==> src/rtl/io_uart_txq.sv <==
// io_uart_txq -- transmit queue between the CPU IO port and the byte-wide
// UART emitter.
//
// CPU stores to the data word are queued in a DEPTH-entry FIFO and drained
// into a registered output stage (uart_data/uart_valid) that talks to the
// emitter with a valid/ready handshake. The status word exposes full/empty,
// a sticky overflow flag and the storage occupancy.
//
// Ports:
//   clk, resetn      system clock, asynchronous active-low reset
//   io_wr            IO write strobe (one cycle per store)
//   io_addr          IO byte address, word address = io_addr[15:2]
//   io_wdata         IO write data (data push uses [7:0])
//   io_rdata         IO read data, combinational from io_addr
//   uart_data        byte presented to the emitter (registered)
//   uart_valid       uart_data holds a byte (registered)
//   uart_ready       emitter accepts the presented byte this cycle
//   irq_empty        level: storage and output stage both empty
module io_uart_txq #(
  parameter int DEPTH = 16,
  parameter int AW    = 4
) (
  input  logic        clk,
  input  logic        resetn,
  input  logic        io_wr,
  input  logic [31:0] io_addr,
  input  logic [31:0] io_wdata,
  output logic [31:0] io_rdata,
  output logic [7:0]  uart_data,
  output logic        uart_valid,
  input  logic        uart_ready,
  output logic        irq_empty
);

  localparam int CW = AW + 1;

  // Status word layout as seen by software.
  typedef struct packed {
    logic [10:0] rsv_hi;
    logic [4:0]  count;
    logic [3:0]  rsv_mid;
    logic        overflow;
    logic        empty;
    logic        full;   // bit 9: "busy, do not write"
    logic [8:0]  rsv_lo;
  } status_t;

  logic [7:0]    mem_q [DEPTH];
  logic [AW-1:0] rd_ptr_q, rd_ptr_d;
  logic [AW-1:0] wr_ptr_q, wr_ptr_d;
  logic [CW-1:0] count_q, count_d;
  logic [7:0]    uart_data_q, uart_data_d;
  logic          uart_valid_q, uart_valid_d;
  logic          overflow_q, overflow_d;

  logic [13:0]   wa;
  logic          push_req, clr_req;
  logic          full, empty, load, push_ok;
  status_t       status;

  assign wa       = io_addr[15:2];
  assign push_req = io_wr & wa[1];
  assign clr_req  = io_wr & wa[2];

  assign full  = (count_q == CW'(DEPTH));
  assign empty = (count_q == '0) & ~uart_valid_q;

  // The output stage refills whenever it is free or being emptied this cycle,
  // which keeps the line busy without bubbles while storage holds data.
  assign load = (~uart_valid_q | uart_ready) & (count_q != '0);

  // A full queue still accepts a push when a slot frees up in the same cycle.
  // In that case wr_ptr == rd_ptr; the read below samples the old byte before
  // the write lands at the edge.
  assign push_ok = push_req & (~full | load);

  always_comb begin
    rd_ptr_d     = rd_ptr_q;
    wr_ptr_d     = wr_ptr_q;
    count_d      = count_q;
    uart_data_d  = uart_data_q;
    uart_valid_d = uart_valid_q;
    overflow_d   = overflow_q;

    if (load) begin
      uart_data_d  = mem_q[rd_ptr_q];
      uart_valid_d = 1'b1;
      rd_ptr_d     = rd_ptr_q + AW'(1);
    end else if (uart_valid_q & uart_ready) begin
      uart_valid_d = 1'b0;
    end

    if (push_ok) wr_ptr_d = wr_ptr_q + AW'(1);

    case ({push_ok, load})
      2'b10:   count_d = count_q + CW'(1);
      2'b01:   count_d = count_q - CW'(1);
      default: count_d = count_q;
    endcase

    // Set beats clear when both happen in one cycle.
    if (clr_req) overflow_d = 1'b0;
    if (push_req & ~push_ok) overflow_d = 1'b1;
  end

  always_ff @(posedge clk or negedge resetn) begin
    if (!resetn) begin
      rd_ptr_q     <= '0;
      wr_ptr_q     <= '0;
      count_q      <= '0;
      uart_data_q  <= 8'h00;
      uart_valid_q <= 1'b0;
      overflow_q   <= 1'b0;
    end else begin
      rd_ptr_q     <= rd_ptr_d;
      wr_ptr_q     <= wr_ptr_d;
      count_q      <= count_d;
      uart_data_q  <= uart_data_d;
      uart_valid_q <= uart_valid_d;
      overflow_q   <= overflow_d;
    end
  end

  // Storage has no reset; the pointers and count define what is valid.
  always_ff @(posedge clk) begin
    if (push_ok) mem_q[wr_ptr_q] <= io_wdata[7:0];
  end

  always_comb begin
    status          = '0;
    status.count    = 5'(count_q);
    status.overflow = overflow_q;
    status.empty    = empty;
    status.full     = full;
  end

  assign io_rdata   = wa[2] ? status : 32'h0;
  assign uart_data  = uart_data_q;
  assign uart_valid = uart_valid_q;
  assign irq_empty  = empty;

  // Address/data bits outside the decode are intentionally ignored.
  logic unused_bits;
  assign unused_bits = ^{io_addr[31:16], io_addr[1:0], wa[13:3], wa[0], io_wdata[31:8]};

endmodule

==> config.mk <==
export PLATFORM = sky130hd
export DESIGN_NAME = io_uart_txq
export DESIGN_NICKNAME = d
export VERILOG_FILES = /design/src/rtl/io_uart_txq.sv
export SDC_FILE = /design/constraint.sdc
export NUM_CORES = 1
export LEC_CHECK = 0
export CAP_MARGIN = 10
export CORE_MARGIN = 3
export CORE_UTILIZATION = 51
export DETAILED_ROUTE_END_ITERATION = 8
export DONT_BUFFER_PORTS = 1
export PLACE_DENSITY = 0.78
export SLEW_MARGIN = 20
export SYNTH_ARGS = -nofsm -noshare
export SYNTH_HDL_FRONTEND = slang
export SYNTH_SLANG_ARGS = --single-unit
==> constraint.sdc <==
create_clock -name clk -period 3.3 [get_ports clk]
set_input_delay 0.66 -clock clk [delete_from_list [all_inputs] [get_ports clk]]
set_output_delay 0.66 -clock clk [all_outputs]
set_load 0.02 [all_outputs]
Yosys cells after proc, flatten, opt, wreduce, memory -nomap -nowiden --
Memory sizes are Yosys's and may differ from the RTL's. A register that Yosys moved wholly into a read port is not among the register bits. Index checks and enable logic that the tools add are counted.
Storage, ports and cells: flip-flop bits (word level) 15, memory bits (writable) 128, input port bits 68, output and inout port bits 42, word-level logic and storage cells 39, memories 1
Memory list:
- mem_q | depth 16, width 8, rd ports 1, clocked after Yosys merged registers in 1, wr ports 1, RTL line 48 | logic [7:0] mem_q [DEPTH];
Cells by class: $add $sub $neg 4, equal/unequal tests 3, multiplexer cells 8, bitwise logic cells 12, reduce and logical (&&, ||, !) cells 6
Operators with widths (count):
- 21-bit 2-to-1 mux | 1
- 5-bit one-hot mux with 2 select lines | 1
- 4-bit by 1-bit adder with 4-bit output (second input constant) | 2
- 1-bit bitwise AND | 7
- 1-bit 2-to-1 mux | 6
- 2-bit nonzero test | 3
- 5-bit by 1-bit adder with 5-bit output (second input constant) | 1
- 5-bit == test (second input constant) | 1
- 5-bit zero test | 1
- 5-bit nonzero test | 1
- 5-bit by 1-bit subtractor with 5-bit output (second input constant) | 1
- 1-bit NOT | 3
- 2-bit by 1-bit == test with 1-bit output (second input constant) | 1
- 2-bit == test (second input constant) | 1
- 1-bit bitwise OR | 2
- 1-bit zero test | 1

Logic depth before layout (Yosys ltp) --
Gate-level depths: netlist (run 1).
word-level depth 8, depth in mapped cells 9, mapped depth without buffers 8

Least setup slack after synthesis (run 1) --
OpenSTA, ideal clock, no wires.
kind reg-to-output, start register count_q[1], end output io_rdata[10], arrival time 1.943 ns, data required time 2.640 ns, path slack 0.697 ns, stages on the path, launching flop included 6, buffers on the path 2, cell sequence dfrtp_1 buf_6 or4_1 buf_2 nor3_1 and2_1
On the way: longest elaborated chain between the ends 3
RTL lines:
- start, declared | RTL line 51 | logic [CW-1:0] count_q, count_d;
- start signal, assigned | RTL line 117 | count_q <= count_d;
- 5-bit zero test | RTL line 66 | assign empty = (count_q == '0) & ~uart_valid_q;
- 1-bit bitwise AND | RTL line 66
- via irq_empty | RTL line 32 | output logic irq_empty
- 21-bit 2-to-1 mux | RTL line 137 | assign io_rdata = wa[2] ? status : 32'h0;
- end, declared | RTL line 28 | output logic [31:0] io_rdata,
The timed path passes the listed nets, and every way through them passes these cells.

Final worst setup path (run 1) --
start register count_q[0], end output io_rdata[10]
On the way: longest elaborated chain between the ends 3
RTL lines (RTL line):
- 5-bit zero test | 66
- 1-bit bitwise AND | 66
- 21-bit 2-to-1 mux | 137
Every way passes these cells.

==> impl_metrics.json, run 1 <==
{
  "outcome": "completed",
  "syn_area_per_cell_um2": 17.68,
  "drv_slew": 0,
  "power_w": 0.005912,
  "ys_seq_elements": 151,
  "die_height_um": 117.3,
  "end_kind": "output pin",
  "path_class": "reg -> out",
  "post_cts_resize_count": 0,
  "nets": 454,
  "dieArea_um2": 13750,
  "p_per_area_nw_per_um2": 832.3,
  "coreArea_um2": 12060,
  "synth_top_area_frac": 0.6089,
  "drc_errors": 0,
  "synthToLayoutAreaGrowth_pct": 12.53,
  "syn_inst": 357,
  "final_hold_viol_count": 0,
  "grt_max_degree": 25,
  "power_leakage_nw": 2.414,
  "rows": 40,
  "multi_input_area_um2": 1698,
  "dp_cells": 527,
  "dr.pass1.iters": 4,
  "drive_gt1_frac": 0.2628,
  "die_width_um": 117.3,
  "gp_congestion": 0.8683,
  "ir_worst_vdd_mv": 0.6379,
  "maxCapViolCount": 0,
  "synth_top_area_cell": "edfxtp_1",
  "drt_wl_total_um": 12330,
  "cp.arrival_ps": 2180,
  "cts_num_sinks": 151,
  "grt_pass1_vias": 3304,
  "portBuffers": 0,
  "fin_crit_sh": 0.8609,
  "clk_pin_slew_ps": 70,
  "drt_iter0_drc": 262,
  "setup_viol": 0,
  "synthTopCellsByArea": "edfxtp_1 (61%), mux4_2 (11%), dfrtp_1 (9.1%)",
  "clk_latency_ps": 430,
  "cts_buffers": 17,
  "worst_pin_slew_ps": 780.6,
  "crit_path_start_kind": "register",
  "routed-via-count": 3198,
  "fillers": 833,
  "hold_path.class": "in -> async",
  "cts.path.max_buffers": 2,
  "dp_hpwl_um": 7199,
  "grt_pass1_wl_um": 18930,
  "reg2reg_depth": 8,
  "vias_per_cell": 5.711,
  "root_buffer": "clkbuf_16",
  "final_core_util": 0.5889,
  "cts_tree": "yes",
  "fmax_mhz": 352.0,
  "start_util": 0.5233,
  "grt_overflow": 0,
  "slew_headroom": 0.4796,
  "critPathRequiredTime_ps": 2640,
  "cts.htree.levels": 4,
  "fin_tns_setup_ps": 0,
  "fin_ws_ps": 459.2,
  "layout.cells.non_filler": 560,
  "synth_warnings": 0,
  "syn_area_um2": 6312,
  "min_period_ps": 2841,
  "wl_per_cell_um": 22.02,
  "post_cts_buffers": 0,
  "diodes": 0,
  "pre_cts_ws_ps": 910.1,
  "grt_util_all_layers": 0.1945,
  "final_antenna_net_count": 0,
  "io_pins": 110,
  "fin_skew_ps": 12.53,
  "yosysSeqAreaShare": 0.7001,
  "yosys.cell_types.count": 45,
  "cp_max_fo": 6,
  "hold_buffers": 1,
  "regArea_um2": 4420,
  "antenna_found_initial": 0,
  "rsz0062_at_grt": "no"
}
logic make-up (layout without fill, tap and decap cells):
logic type,count (synthesis),in the layout,share of synthesized area
compound gates,42,42,0.04500
xor+xnor,9,9,0.01249
fa+ha+maj,7,7,0.01387
buf+inv,46,58,0.04460
flops,151,151,0.7001
mux,43,43,0.1336
other cells,1,24,0.0005941
simple gates,58,58,0.04975
synthesized netlist by cell type:
cell type,n
or2_2,2
a21o_1,1
mux2i_1,1
conb_1,1
o21ai_0,3
xnor2_1,6
o41ai_1,1
inv_1,3
nand4b_1,1
dfrtp_1,23
buf_4,25
mux2_2,9
and2_1,9
buf_1,5
o221ai_1,1
nand4_1,2
edfxtp_1,128
buf_2,6
or2_1,1
o32ai_2,1
nor2_1,13
xor2_1,3
nand2_1,10
nand2b_1,4
a21oi_1,9
nor4_4,1
o211ai_2,1
nor2b_1,1
ha_1,7
and3_1,1
o2111a_1,1
buf_6,1
a22oi_1,1
nand3_1,1
a211oi_2,1
a21boi_0,1
mux4_2,32
or4_1,1
nand3b_1,1
clkbuf_1,6
or3_1,2
a31oi_1,5
nor3_1,8
o22ai_1,16
mux2_1,1
report_power, final:
part           total, W  switching, W  leakage, nW  internal, W
sequential      0.00269      0.000399         1.42      0.00229
clock           0.00185      0.000773        0.288      0.00108
combinational   0.00138      0.000654        0.710     0.000723
worst max-delay path, cell delays in order, from the launching register on:
cell and delay [ps]:
dfrtp_1 460, or4_1 700, nor3_1 180, buf_4 170
and2_1 240
sequential cells by signal, indices dropped and copies added, names as in the netlist:
| signal | cells |
|---|---|
| count_q | 5 |
| mem_q | 128 |
| overflow_q | 1 |
| rd_ptr_q | 4 |
| uart_data | 8 |
| uart_valid | 1 |
| wr_ptr_q | 4 |
layout make-up:
cell class,count,area share
Multi-Input combinational cell,183,0.2390
Timing Repair Buffer,23,0.02607
Inverter,3,0.001585
Clock buffer,22,0.06958
Sequential cell,151,0.6223
Clock inverter,10,0.01180
Tap cell,168,0.02959
metrics by stage:
| step | area, um2 | hold WS (ps) |
|---|---|---|
| after global placement | 6505 | 365.1 |
| after global routing | 7103 | 41.53 |
| after detailed placement | 6505 | 365.1 |
| final | 7103 | 47.94 |
| after floorplan | 6399 | 364.4 |
| after CTS | 7103 | 38.79 |
final timing paths:
| check | startpoint | to | slack (ps) |
|---|---|---|---|
| setup reg to reg | count_q[0] | count_q[4] | 970 |
| hold reg to reg | overflow_q | overflow_q | 480 |
| hold / removal | resetn | uart_data[1] | 50 |
| min in group clk | io_wdata[3] | mem_q[0][3] | 330 |
| max in group asynchronous | resetn | rd_ptr_q[2] | 3080 |
| setup / recovery | count_q[0] | io_rdata[10] | 460 |
routing by layer:
layer  track usage  wire length, um  vias to the layer above
met1        0.2466             4480                     1599
met3       0.06118             1288                       23
met5             0                0                        -
met2        0.3122             6286                      172
li1              -                -                     1404
met4       0.08180              274                        0
layout by cell type, fill, tap and decap left out, types with 3 or more instances in the layout:
cell type | synthesis | final
nor2_1 | 13 | 13
mux4_2 | 32 | 32
edfxtp_1 | 128 | 128
o22ai_1 | 16 | 16
and2_1 | 9 | 9
clkinv_4 | 0 | 5
nand2_1 | 10 | 10
clkbuf_16 | 0 | 17
a21oi_1 | 9 | 9
inv_1 | 3 | 3
o21ai_0 | 3 | 3
mux2_2 | 9 | 9
clkbuf_8 | 0 | 5
dfrtp_1 | 23 | 22
xnor2_1 | 6 | 6
ha_1 | 7 | 7
buf_4 | 25 | 22
inv_6 | 0 | 4
nand2b_1 | 4 | 4
conb_1 | 1 | 24
nor3_1 | 8 | 8
a31oi_1 | 5 | 5
xor2_1 | 3 | 3
Note: power is estimated with default switching activity, not from simulation.
==> run 2, diff against run 1 <==
--- a/config.mk
+++ b/config.mk
@@ -8,6 +8,7 @@
 export CAP_MARGIN = 10
 export CORE_MARGIN = 3
 export CORE_UTILIZATION = 51
+export CTS_CLUSTER_SIZE = 20
 export DETAILED_ROUTE_END_ITERATION = 8
 export DONT_BUFFER_PORTS = 1
 export PLACE_DENSITY = 0.78
==> constraint.sdc (replaced) <==
create_clock -name clk -period 3.3 [get_ports clk]
set_input_delay 0.825 -clock clk [delete_from_list [all_inputs] [get_ports clk]]
set_output_delay 0.825 -clock clk [all_outputs]
set_load 0.02 [all_outputs]
==> run 2 against run 1 <==
Against the previous run: hold slack better by 47 ps; clock skew is 4.1 ps lower; flip-flop and latch count is the same; final area decreased by 0.33%; register-to-register slack got worse by 100 ps; sequential power barely moved; clock power barely moved; sequential share of layout area grew 0.21 points; fmax is 5.4% lower; power increased by 0.51%; critical path type unchanged.
==> impl_metrics.json, run 2 (synthesis gave the netlist of run 1 again) <==
{
  "end_kind": "output pin",
  "largest_register_ff_count": 128,
  "nets": 452,
  "power_frac_clock": 0.317,
  "switching_share": 0.3140,
  "min_period_ps": 3004,
  "rows": 40,
  "final_antenna_net_count": 0,
  "ir_worst_vdd_mv": 0.6645,
  "cts_buffers": 17,
  "final_core_util": 0.5869,
  "combPwrFrac": 0.234,
  "final_cell_mix": "edfxtp_1 (128), mux4_2 (32), conb_1 (24)",
  "outcome": "completed",
  "r2r_end": "mem_q[3][4]",
  "power_w": 0.005942,
  "r2r-start": "uart_valid",
  "vias_per_cell": 5.814,
  "p_per_area_nw_per_um2": 839.3,
  "worst_pin_slew_ps": 873.7,
  "hold_buffers": 0,
  "fmax_mhz": 332.9,
  "grt_pass1_vias": 3182,
  "drt_iter0_drc": 317,
  "dieArea_um2": 13750,
  "final_common_cell": "edfxtp_1",
  "slew_headroom": 0.4148,
  "reg2reg_slack_ps": 870,
  "post_cts_buffers": 0,
  "power_leakage_nw": 2.394,
  "p_int_w": 0.004076,
  "die_width_um": 117.3,
  "regMostFlops": "mem_q",
  "root_buffer": "clkbuf_16",
  "p_seq_frac": 0.449,
  "critPathRequiredTime_ps": 2470,
  "path_class": "reg -> out",
  "fin_tns_setup_ps": 0,
  "grt_util_all_layers": 0.1875,
  "routed-via-count": 3244,
  "cts_tree": "yes",
  "dp_hpwl_um": 7362,
  "wl_per_cell_um": 21.56,
  "dr.pass1.iters": 5,
  "final_hold_viol_count": 0,
  "cts_num_sinks": 151,
  "p_switching_w": 0.001866,
  "setup_viol": 0,
  "start_util": 0.5233,
  "fin_crit_sh": 0.9103,
  "coreArea_um2": 12060,
  "clk_latency_ps": 420,
  "gp_congestion": 0.8908,
  "drc_errors": 0,
  "cts.htree.levels": 4,
  "hold_path.class": "in -> async",
  "synthToLayoutAreaGrowth_pct": 12.15,
  "portBuffers": 0,
  "reg2reg_depth": 5,
  "io_pins": 110,
  "grt_max_degree": 26,
  "maxCapViolCount": 0,
  "rsz0062_at_grt": "no",
  "fin_skew_ps": 8.399,
  "drt_wl_total_um": 12030,
  "clk_pin_slew_ps": 60,
  "grt_overflow": 0,
  "crit_path_start_kind": "register",
  "cp_max_fo": 6,
  "antenna_found_initial": 0,
  "drv_slew": 0,
  "cp.arrival_ps": 2180,
  "diodes": 0,
  "fillers": 836,
  "die_height_um": 117.3,
  "drive_gt1_frac": 0.2590,
  "post_cts_resize_count": 0,
  "cts.path.max_buffers": 2,
  "grt_pass1_wl_um": 18020
}
[run 2: worst max-delay path by stage]
stage / start / slack [ps] / cells past startpoint / to
final: count_q[0] / 300 / 4 / io_rdata[10]
after global routing: count_q[1] / 190 / 4 / io_rdata[10]
after CTS: count_q[0] / 290 / 4 / io_rdata[10]
after detailed placement: io_wr / 640 / 5 / mem_q[3][4]
after global placement: io_wr / 660 / 5 / mem_q[3][0]
after floorplan: count_q[1] / 530 / 5 / io_rdata[10]
[run 2: layout make-up]
class | instances | area [um2] | area share
Sequential cell | 151 | 4420 | 0.6244
Multi-Input combinational cell | 183 | 1698 | 0.2398
Clock buffer | 17 | 425.4 | 0.06009
Tap cell | 168 | 210.2 | 0.02969
Timing Repair Buffer | 21 | 157.7 | 0.02227
Clock inverter | 15 | 156.4 | 0.02209
Inverter | 3 | 11.26 | 0.001591
[run 2: per-layer routing]
layer / up-vias / share of wire / track usage / wire length [um]
li1: 1403 / - / - / -
met1: 1641 / 0.38 / 0.2353 / 4592
met2: 174 / 0.50 / 0.2956 / 6019
met3: 26 / 0.090 / 0.06787 / 1085
met4: 0 / 0.028 / 0.08180 / 331
met5: - / 0 / 0 / 0
[run 2: stage by stage]
step	setup WS, ps	hold slack (ps)	cell area [um2]	std cells
finish	296.0	94.79	7079	558
floorplan	532.5	434.1	6399	380
global placement	657.0	465.1	6497	526
CTS	287.7	77.20	7079	558
global route	189.8	66.76	7079	558
detailed placement	637.7	470.1	6497	526
[run 2: worst max-delay path: stages, from the launching register on]
cell	delay (ps)
dfrtp_1	470
or4_1	680
nor3_1	190
buf_4	180
and2_1	240
[run 2: power by group through the flow]
| stage | Sequential (W) | Combinational [W] | Clock (W) |
|---|---|---|---|
| floorplan | 0.00248 | 0.00130 | 0 |
| global placement | 0.00269 | 0.00134 | 0 |
| detailed placement | 0.00271 | 0.00137 | 0 |
| CTS | 0.00267 | 0.00139 | 0.00192 |
| global route | 0.00271 | 0.00150 | 0.00200 |
| finish | 0.00267 | 0.00139 | 0.00188 |
